[config.mk]
export PLATFORM = sky130hd
export DESIGN_NAME = fdtd_pe_stream
export DESIGN_NICKNAME = d
export VERILOG_FILES = /design/src/rtl/fdtd_pkg.sv /design/src/rtl/fdtd_ram_sdp.sv /design/src/rtl/fdtd_pe_stream.sv
export SDC_FILE = /design/constraint.sdc
export NUM_CORES = 2
export LEC_CHECK = 0
export BUFFER_PORTS_ARGS = -buffer_cell sky130_fd_sc_hd__buf_2
export CAP_MARGIN = 20
export CORE_MARGIN = 2
export CORE_UTILIZATION = 25
export DETAILED_ROUTE_END_ITERATION = 16
export PLACE_DENSITY = 0.5
export SLEW_MARGIN = 10
export SYNTH_ARGS = -nofsm -noshare
export SYNTH_HDL_FRONTEND = slang
export SYNTH_SLANG_ARGS = --single-unit
[constraint.sdc]
create_clock -name clk -period 5.92 [get_ports clk]
set_input_delay 0.592 -clock clk [delete_from_list [all_inputs] [get_ports clk]]
set_output_delay 0.592 -clock clk [all_outputs]
set_load 0.03 [all_outputs]
[src/rtl/fdtd_pkg.sv]
// Shared types and constants for the FDTD row processing element.
package fdtd_pkg;

    typedef enum logic [2:0] {
        IDLE  = 3'd0,
        READ  = 3'd1,
        WB    = 3'd2,
        BND   = 3'd3,
        SWEND = 3'd4
    } state_t;

    localparam logic BC_MIRROR = 1'b0;
    localparam logic BC_FIXED  = 1'b1;

endpackage

[src/rtl/fdtd_ram_sdp.sv]
// Simple dual-port RAM: one write port, one registered read port.
// A read of the address being written in the same cycle returns the old word.
module fdtd_ram_sdp #(
    parameter int DATA_W = 27,
    parameter int ADDR_W = 7,
    parameter int DEPTH  = 110
) (
    input  logic              clk,
    input  logic              rst,
    input  logic              i_we,
    input  logic [ADDR_W-1:0] i_waddr,
    input  logic [DATA_W-1:0] i_wdata,
    input  logic [ADDR_W-1:0] i_raddr,
    output logic [DATA_W-1:0] o_rdata
);

    logic [DATA_W-1:0] r_mem [0:DEPTH-1];
    logic [DATA_W-1:0] r_rdata;

    always_ff @(posedge clk) begin
        if (i_we) begin
            r_mem[i_waddr] <= i_wdata;
        end
    end

    // Only the output register is reset; stored contents survive reset.
    always_ff @(posedge clk) begin
        if (rst) begin
            r_rdata <= '0;
        end else begin
            r_rdata <= r_mem[i_raddr];
        end
    end

    assign o_rdata = r_rdata;

endmodule

[src/rtl/fdtd_pe_stream.sv]
// FDTD processing element: streams 3-point axial taps of one row to an external
// update unit, writes results back in place, then applies the boundary condition.
module fdtd_pe_stream
    import fdtd_pkg::*;
#(
    parameter int DATA_W = 27,
    parameter int ADDR_W = 7,
    parameter int Z_SIZE = 110,
    parameter int ID_W   = 6,
    parameter int ITER_W = 16
) (
    input  logic              clk,
    input  logic              rst,
    input  logic [ID_W-1:0]   pe_id,
    input  logic [ID_W-1:0]   host_sel,
    input  logic [ADDR_W-1:0] host_addr,
    input  logic [DATA_W-1:0] host_wdata,
    input  logic              host_we,
    output logic [DATA_W-1:0] host_rdata,
    input  logic              start,
    input  logic [ITER_W-1:0] iter_count,
    input  logic              bc_mode,
    output logic [DATA_W-1:0] tap_left,
    output logic [DATA_W-1:0] tap_center,
    output logic [DATA_W-1:0] tap_right,
    output logic              tap_valid,
    output logic [ADDR_W-1:0] tap_addr,
    input  logic [DATA_W-1:0] cu_result,
    input  logic              cu_valid,
    output logic [DATA_W-1:0] nb_value,
    output logic              busy,
    output logic              sweep_done,
    output logic [ITER_W-1:0] iter_done,
    output logic              done,
    output logic [2:0]        dbg_state
);

    localparam logic [ADDR_W-1:0] A_ZERO = '0;
    localparam logic [ADDR_W-1:0] A_ONE  = ADDR_W'(1);
    localparam logic [ADDR_W-1:0] A_TWO  = ADDR_W'(2);
    localparam logic [ADDR_W-1:0] A_PEN  = ADDR_W'(Z_SIZE - 2);
    localparam logic [ADDR_W-1:0] A_LAST = ADDR_W'(Z_SIZE - 1);

    // Handshake: cu_valid qualifies cu_result for one cycle; there is no
    // backpressure, results must arrive in tap order, one per cycle at most.

    state_t            r_state;
    state_t            w_next;
    logic [ADDR_W-1:0] r_rd_ptr;
    logic [ADDR_W-1:0] r_rdata_addr;
    logic              r_rdata_vld;
    logic [ADDR_W-1:0] r_wp;
    logic [ADDR_W-1:0] r_rcv;
    logic [DATA_W-1:0] r_s1;
    logic [DATA_W-1:0] r_s2;
    logic              r_cu_vld;
    logic [DATA_W-1:0] r_cu_data;
    logic [DATA_W-1:0] r_new_first;
    logic [DATA_W-1:0] r_new_last;
    logic              r_bc;
    logic              r_bnd_cnt;
    logic              r_zero_done;
    logic [ITER_W-1:0] r_iter_tgt;
    logic [ITER_W-1:0] r_iter_done;

    logic              w_busy;
    logic              w_sweep_done;
    logic              w_done;
    logic              w_last_sweep;
    logic              w_start_run;
    logic              w_start_zero;
    logic              w_cu_take;
    logic              w_bnd_we;
    logic [ADDR_W-1:0] w_bnd_addr;
    logic [DATA_W-1:0] w_bnd_data;
    logic              w_ram_we;
    logic [ADDR_W-1:0] w_ram_waddr;
    logic [DATA_W-1:0] w_ram_wdata;
    logic [ADDR_W-1:0] w_ram_raddr;
    logic [DATA_W-1:0] w_ram_rdata;
    logic              w_host_act;

    assign w_start_run  = (r_state == IDLE) && start && (iter_count != '0);
    assign w_start_zero = (r_state == IDLE) && start && (iter_count == '0);
    assign w_last_sweep = (r_iter_done == r_iter_tgt);
    assign w_cu_take    = cu_valid && ((r_state == READ) || (r_state == WB)) && (r_rcv != A_PEN);

    always_ff @(posedge clk) begin
        if (rst) begin
            r_state <= IDLE;
        end else begin
            r_state <= w_next;
        end
    end

    always_comb begin
        w_next = r_state;
        case (r_state)
            IDLE:    if (w_start_run) w_next = READ;
            READ:    if (r_rd_ptr == A_LAST) w_next = WB;
            WB:      if (r_wp == A_LAST) w_next = (r_bc == BC_FIXED) ? SWEND : BND;
            BND:     if (r_bnd_cnt) w_next = SWEND;
            SWEND:   w_next = w_last_sweep ? IDLE : READ;
            default: w_next = IDLE;
        endcase
    end

    always_comb begin
        w_busy       = (r_state != IDLE);
        w_sweep_done = (r_state == SWEND);
        w_done       = r_zero_done || ((r_state == SWEND) && w_last_sweep);
        w_bnd_we     = (r_state == BND);
        w_bnd_addr   = r_bnd_cnt ? A_LAST : A_ZERO;
        w_bnd_data   = r_bnd_cnt ? r_new_last : r_new_first;
    end

    always_ff @(posedge clk) begin
        if (rst) begin
            r_rd_ptr     <= '0;
            r_rdata_addr <= '0;
            r_rdata_vld  <= 1'b0;
            r_wp         <= A_ONE;
            r_rcv        <= '0;
            r_s1         <= '0;
            r_s2         <= '0;
            r_cu_vld     <= 1'b0;
            r_cu_data    <= '0;
            r_new_first  <= '0;
            r_new_last   <= '0;
            r_bc         <= BC_MIRROR;
            r_bnd_cnt    <= 1'b0;
            r_zero_done  <= 1'b0;
            r_iter_tgt   <= '0;
            r_iter_done  <= '0;
        end else begin
            r_zero_done  <= w_start_zero;
            r_rdata_vld  <= (r_state == READ);
            r_rdata_addr <= r_rd_ptr;
            r_bnd_cnt    <= (r_state == BND) ? ~r_bnd_cnt : 1'b0;
            r_cu_vld     <= w_cu_take;

            if (w_start_run) begin
                r_iter_tgt  <= iter_count;
                r_bc        <= bc_mode;
                r_iter_done <= '0;
                r_rd_ptr    <= '0;
            end
            if (r_state == READ) begin
                r_rd_ptr <= (r_rd_ptr == A_LAST) ? A_ZERO : r_rd_ptr + A_ONE;
            end
            // right tap is the RAM output itself; center and left are its history
            if (r_rdata_vld) begin
                r_s1 <= w_ram_rdata;
                r_s2 <= r_s1;
            end
            if (w_cu_take) begin
                r_cu_data <= cu_result;
                r_rcv     <= r_rcv + A_ONE;
            end
            // Edge-adjacent results are kept for the mirror boundary writes.
            if (r_cu_vld) begin
                r_wp <= r_wp + A_ONE;
                if (r_wp == A_ONE) r_new_first <= r_cu_data;
                if (r_wp == A_PEN) r_new_last <= r_cu_data;
            end
            if ((r_state != SWEND) && (w_next == SWEND)) begin
                r_iter_done <= r_iter_done + 1'b1;
            end
            if (r_state == SWEND) begin
                r_wp  <= A_ONE;
                r_rcv <= '0;
            end
        end
    end

    assign w_host_act  = !w_busy && (host_sel == pe_id);
    assign w_ram_raddr = w_busy ? r_rd_ptr : host_addr;

    always_comb begin
        w_ram_we    = 1'b0;
        w_ram_waddr = host_addr;
        w_ram_wdata = host_wdata;
        if (w_bnd_we) begin
            w_ram_we    = 1'b1;
            w_ram_waddr = w_bnd_addr;
            w_ram_wdata = w_bnd_data;
        end else if (r_cu_vld) begin
            w_ram_we    = 1'b1;
            w_ram_waddr = r_wp;
            w_ram_wdata = r_cu_data;
        end else begin
            w_ram_we    = host_we && w_host_act;
        end
    end

    fdtd_ram_sdp #(
        .DATA_W (DATA_W),
        .ADDR_W (ADDR_W),
        .DEPTH  (Z_SIZE)
    ) u_ram (
        .clk     (clk),
        .rst     (rst),
        .i_we    (w_ram_we),
        .i_waddr (w_ram_waddr),
        .i_wdata (w_ram_wdata),
        .i_raddr (w_ram_raddr),
        .o_rdata (w_ram_rdata)
    );

    assign tap_valid  = r_rdata_vld && (r_rdata_addr >= A_TWO);
    assign tap_addr   = tap_valid ? (r_rdata_addr - A_ONE) : A_ZERO;
    assign tap_right  = w_ram_rdata;
    assign tap_center = r_s1;
    assign tap_left   = r_s2;
    assign nb_value   = r_s1;
    assign host_rdata = w_ram_rdata;
    assign busy       = w_busy;
    assign sweep_done = w_sweep_done;
    assign done       = w_done;
    assign iter_done  = r_iter_done;
    assign dbg_state  = r_state;

endmodule

==> flow_summary.html <==
<table>
<tr><th>Metric</th><th>Value</th></tr>
<tr><th colspan="2">Outcome</th></tr>
<tr><td>Outcome</td><td>finished, final reports clean</td></tr>
<tr><th colspan="2">Routing</th></tr>
<tr><td>Drt drc</td><td>0</td></tr>
<tr><td>Wire length after detailed routing</td><td>437 mm</td></tr>
<tr><td>Avg WL per Cell</td><td>27.6 um</td></tr>
<tr><td>Total iterations of the first detailed-routing run</td><td>6</td></tr>
<tr><td>Detail-routed via count per cell</td><td>5.03</td></tr>
<tr><td>Wire length on met1</td><td>177 mm</td></tr>
<tr><td>Detail Route Antenna Nets</td><td>0</td></tr>
<tr><td>Via count</td><td>79696</td></tr>
<tr><td>Uppermost metal layer occupied by signal nets</td><td>met5</td></tr>
<tr><td>Met2 wire len</td><td>200 mm</td></tr>
<tr><td>Met3 WL</td><td>40.3 mm</td></tr>
<tr><td>Number of DRC violations after detailed-routing iteration 0</td><td>10631</td></tr>
<tr><th colspan="2">Die</th></tr>
<tr><td>Total number of placement rows</td><td>261</td></tr>
<tr><td>Count of boundary I/O pins</td><td>260</td></tr>
<tr><td>Starting density of the core</td><td>0.251</td></tr>
<tr><td>Die width</td><td>715 um</td></tr>
<tr><td>Core Box Area</td><td>0.505 mm2</td></tr>
<tr><td>Die Span Y</td><td>715 um</td></tr>
<tr><td>Die area</td><td>0.511 mm2</td></tr>
<tr><th colspan="2">Clocking</th></tr>
<tr><td>Clock tree from TritonCTS</td><td>done</td></tr>
<tr><td>CTS Sinks</td><td>3200</td></tr>
<tr><td>Count of cells resized by post-cts repair</td><td>0</td></tr>
<tr><td>H-tree level count</td><td>5</td></tr>
<tr><td>Buffer depth of the longest clock path</td><td>4</td></tr>
<tr><td>Clock buffer count from CTS</td><td>332</td></tr>
<tr><td>Source-to-sink clock delay at the later pin of the worst-skew pair</td><td>0.91 ns</td></tr>
<tr><td>Clock Tree Root</td><td>clkbuf_16</td></tr>
<tr><td>Post-CTS repair timing setup buffer count</td><td>0</td></tr>
<tr><td>Clock transition at the register clock pins on the worst setup and hold paths after CTS</td><td>0.06 ns</td></tr>
<tr><th colspan="2">Finish</th></tr>
<tr><td>Fraction of final layout cells with drive strength greater than 1</td><td>0.164</td></tr>
<tr><td>Final net count</td><td>8953</td></tr>
<tr><td>Most common library cell in the layout ignoring fill and taps</td><td>edfxtp_1</td></tr>
<tr><td>Fillers</td><td>49944</td></tr>
<tr><td>Synthesis-to-finish area growth</td><td>17.8%</td></tr>
<tr><td>Layout Cells excl Fill</td><td>15829</td></tr>
<tr><td>Highest-count cells in the layout ignoring fill and taps</td><td>2970 x edfxtp_1, 1530 x nand2_1, 364 x a211oi_1, 339 x clkbuf_16, 306 x mux2i_1</td></tr>
<tr><th colspan="2">Global route</th></tr>
<tr><td>Wire length of the first global-routing pass</td><td>603 mm</td></tr>
<tr><td>Pin count of the biggest net entering global routing</td><td>111</td></tr>
<tr><td>Overall global routing resource usage</td><td>0.164</td></tr>
<tr><td>GR Overflow Total</td><td>0</td></tr>
<tr><td>Number of global-route vias before repair</td><td>76146</td></tr>
<tr><td>Initial antenna violation count</td><td>41</td></tr>
<tr><th colspan="2">Setup path</th></tr>
<tr><td>Type of destination of the critical path</td><td>flip-flop</td></tr>
<tr><td>Critical path launch point type</td><td>flip-flop</td></tr>
<tr><td>Cell with the largest stage delay on the worst path</td><td>a211oi_1</td></tr>
<tr><td>Type of the worst setup path</td><td>reg2reg</td></tr>
<tr><td>R2R Setup Slk</td><td>0.51 ns</td></tr>
<tr><td>Crit-path cells</td><td>or4b_1 -&gt; nand2_8 -&gt; nor2_4 -&gt; buf_4 -&gt; a211oi_1 -&gt; a211oi_1 -&gt; a211oi_1 -&gt; o221a_2</td></tr>
<tr><td>Buffer and inverter count on the worst path</td><td>1</td></tr>
<tr><td>CP dominant cell by count</td><td>a211oi_1</td></tr>
<tr><td>Maximum fanout encountered on the critical timing path</td><td>56</td></tr>
<tr><td>Arrival time at the worst endpoint</td><td>6.21 ns</td></tr>
<tr><td>WP data required</td><td>6.72 ns</td></tr>
<tr><td>Delay contributed by the slowest stage of the critical path</td><td>1.12 ns</td></tr>
<tr><td>Delay-heaviest family, CP</td><td>simple AND/OR/NAND/NOR gates</td></tr>
<tr><th colspan="2">STA</th></tr>
<tr><td>Setup tns final</td><td>0 ns</td></tr>
<tr><td>Time the final worst path needs with I/O delays and setup</td><td>5.41 ns</td></tr>
<tr><td>Setup repair after global routing missed its margin</td><td>no</td></tr>
<tr><td>Fmax</td><td>185 MHz</td></tr>
<tr><td>Transition at the pin with the smallest max-transition slack</td><td>1.33 ns</td></tr>
<tr><td>Final number of max-transition violations</td><td>0</td></tr>
<tr><td>Setup Viol. Count Final</td><td>0</td></tr>
<tr><td>Worst Clk Skew</td><td>0.0533 ns</td></tr>
<tr><td>Worst relative slew slack</td><td>0.110</td></tr>
<tr><td>Final number of hold-violating endpoints</td><td>0</td></tr>
<tr><td>Final critical-path share of the clock period</td><td>0.914</td></tr>
<tr><td>Final WS setup</td><td>0.508 ns</td></tr>
<tr><th colspan="2">Placed design</th></tr>
<tr><td>Post-DP HPWL</td><td>263 mm</td></tr>
<tr><td>Setup slack at placement</td><td>0.796 ns</td></tr>
<tr><td>GP Congestion</td><td>0.856</td></tr>
<tr><td>Number of instances in the placed design</td><td>15165</td></tr>
<tr><td>Total of buffers placed on input and output ports</td><td>259</td></tr>
<tr><th colspan="2">Yosys</th></tr>
<tr><td>Seq cells post-synth</td><td>3200</td></tr>
<tr><td>Post-synth ARST share</td><td>0</td></tr>
<tr><td>Distinct cell type count after synthesis</td><td>80</td></tr>
<tr><td>Post-Syn Nets</td><td>8579</td></tr>
<tr><td>Register area share after synthesis</td><td>0.742</td></tr>
<tr><td>Flip-flop cell with the highest count after synthesis</td><td>edfxtp_1</td></tr>
<tr><td>Post-synthesis cell count</td><td>8474</td></tr>
<tr><td>Number of flops mapped to enable cells by yosys</td><td>2970</td></tr>
<tr><td>Synthesized area</td><td>0.126 mm2</td></tr>
<tr><td>Synth Warn #</td><td>0</td></tr>
<tr><td>Synthesized area divided by synthesized cell count</td><td>14.9 um2</td></tr>
<tr><th colspan="2">Worst hold path</th></tr>
<tr><td>Hold WC Path Type</td><td>in2reg</td></tr>
<tr><th colspan="2">Power</th></tr>
<tr><td>Pwr Density</td><td>342 mW/mm2</td></tr>
<tr><td>Leakage dissipation</td><td>48.1 nW</td></tr>
<tr><td>Largest vdd supply drop</td><td>228 uV</td></tr>
<tr><td>Final total power</td><td>50.9 mW</td></tr>
<tr><th colspan="2">Flow run</th></tr>
<tr><td>MaxCap Viol Count</td><td>0</td></tr>
</table>
-- state kept, by name, indices dropped and copies added, names as in the netlist, 3 cells and up --
name / count
r_new_last: 27
tap_left: 27
iter_done: 16
r_cu_data: 27
r_iter_tgt: 16
dbg_state: 3
u_ram.r_mem: 2970
r_new_first: 27
nb_value: 27
u_ram.o_rdata: 27
r_rd_ptr: 7
r_rdata_addr: 7
r_wp: 7
r_rcv: 7
-- synth_stat cells (52+ instances only) --
library cell / count / share of area
o21ai_0: 105 / 0.0042
and3_1: 295 / 0.015
nand3_1: 289 / 0.011
a32oi_1: 55 / 0.0038
o22ai_1: 60 / 0.0030
a211oi_1: 367 / 0.022
o2111ai_1: 75 / 0.0052
o211ai_1: 52 / 0.0031
dfxtp_1: 230 / 0.036
a21oi_1: 305 / 0.012
nor2_1: 245 / 0.0073
buf_4: 140 / 0.0083
a311oi_1: 106 / 0.0073
mux4_2: 155 / 0.028
buf_2: 194 / 0.0077
nand2_1: 1533 / 0.046
mux2i_1: 309 / 0.024
clkbuf_1: 267 / 0.0079
edfxtp_1: 2970 / 0.71
a31oi_1: 204 / 0.010
-- layout make-up --
class                   count  area (um2)  area share
well taps                6706        8390      0.0564
repair buffers            695        5730      0.0385
diodes                     14        35.0    0.000235
clock inverters           177        1730      0.0116
flip-flops and latches   3200       93800       0.630
inverters                  16        60.1    0.000403
multi-input cells        4603       30200       0.203
clock buffers             418        8890      0.0597
-- stage by stage --
stage	hold slack [ns]	utilization	instance area (um2)
after floorplan	0.436	-	126000
after global placement	0.442	0.272	137000
after detailed placement	0.446	0.273	138000
after CTS	0.0101	0.295	149000
after global routing	0.0439	0.295	149000
final	0.0464	0.295	149000
-- report_power, final --
| part | internal [mW] | switching (mW) | total [mW] |
|---|---|---|---|
| logic | 1.33 | 3.67 | 4.99 |
| clock network | 11.9 | 8.89 | 20.8 |
| registers | 24.9 | 0.209 | 25.1 |
| total | 38.2 | 12.8 | 50.9 |
-- cell families (layout without fill, tap and decap cells) --
kind of cell / Yosys count / count (layout) / synth area share
flip-flops: 3200 / 3200 / 0.742
AND/OR/NAND/NOR: 2531 / 2531 / 0.0879
AO/OA/AOI/OAI: 1547 / 1547 / 0.0855
buffers and inverters: 671 / 1306 / 0.0277
multiplexers: 474 / 474 / 0.0531
XOR/XNOR: 41 / 41 / 0.00284
adder cells (fa/ha/maj): 10 / 10 / 0.000990
other: 0 / 14 / 0
-- worst min-delay path, stage by stage --
cell     delay (ns)
buf_2          0.10
nand2_1        0.09
a21oi_1        0.07
-- routing by layer --
layer  GRT usage  vias up
met5           0        -
met4      0.0681       14
met3      0.0347      716
met2       0.260     4023
met1       0.218    41373
li1            -    33570
-- worst paths after layout --
kind	cells after the start	start	end
worst max-delay path	8	dbg_state[1]	u_ram.o_rdata[23]
worst min register to register	2	r_new_first[24]	r_new_first[24]
worst max register to register	8	dbg_state[1]	u_ram.o_rdata[23]
worst min-delay path	3	cu_result[20]	r_cu_data[20]
-- what timing repair did --
action                                  in CTS  in global routing
hold buffers                                43                  0
endpoints found under the hold margin       43                  0
endpoints found under the setup margin       0                  0
Note: power is estimated with default switching activity, not from simulation.
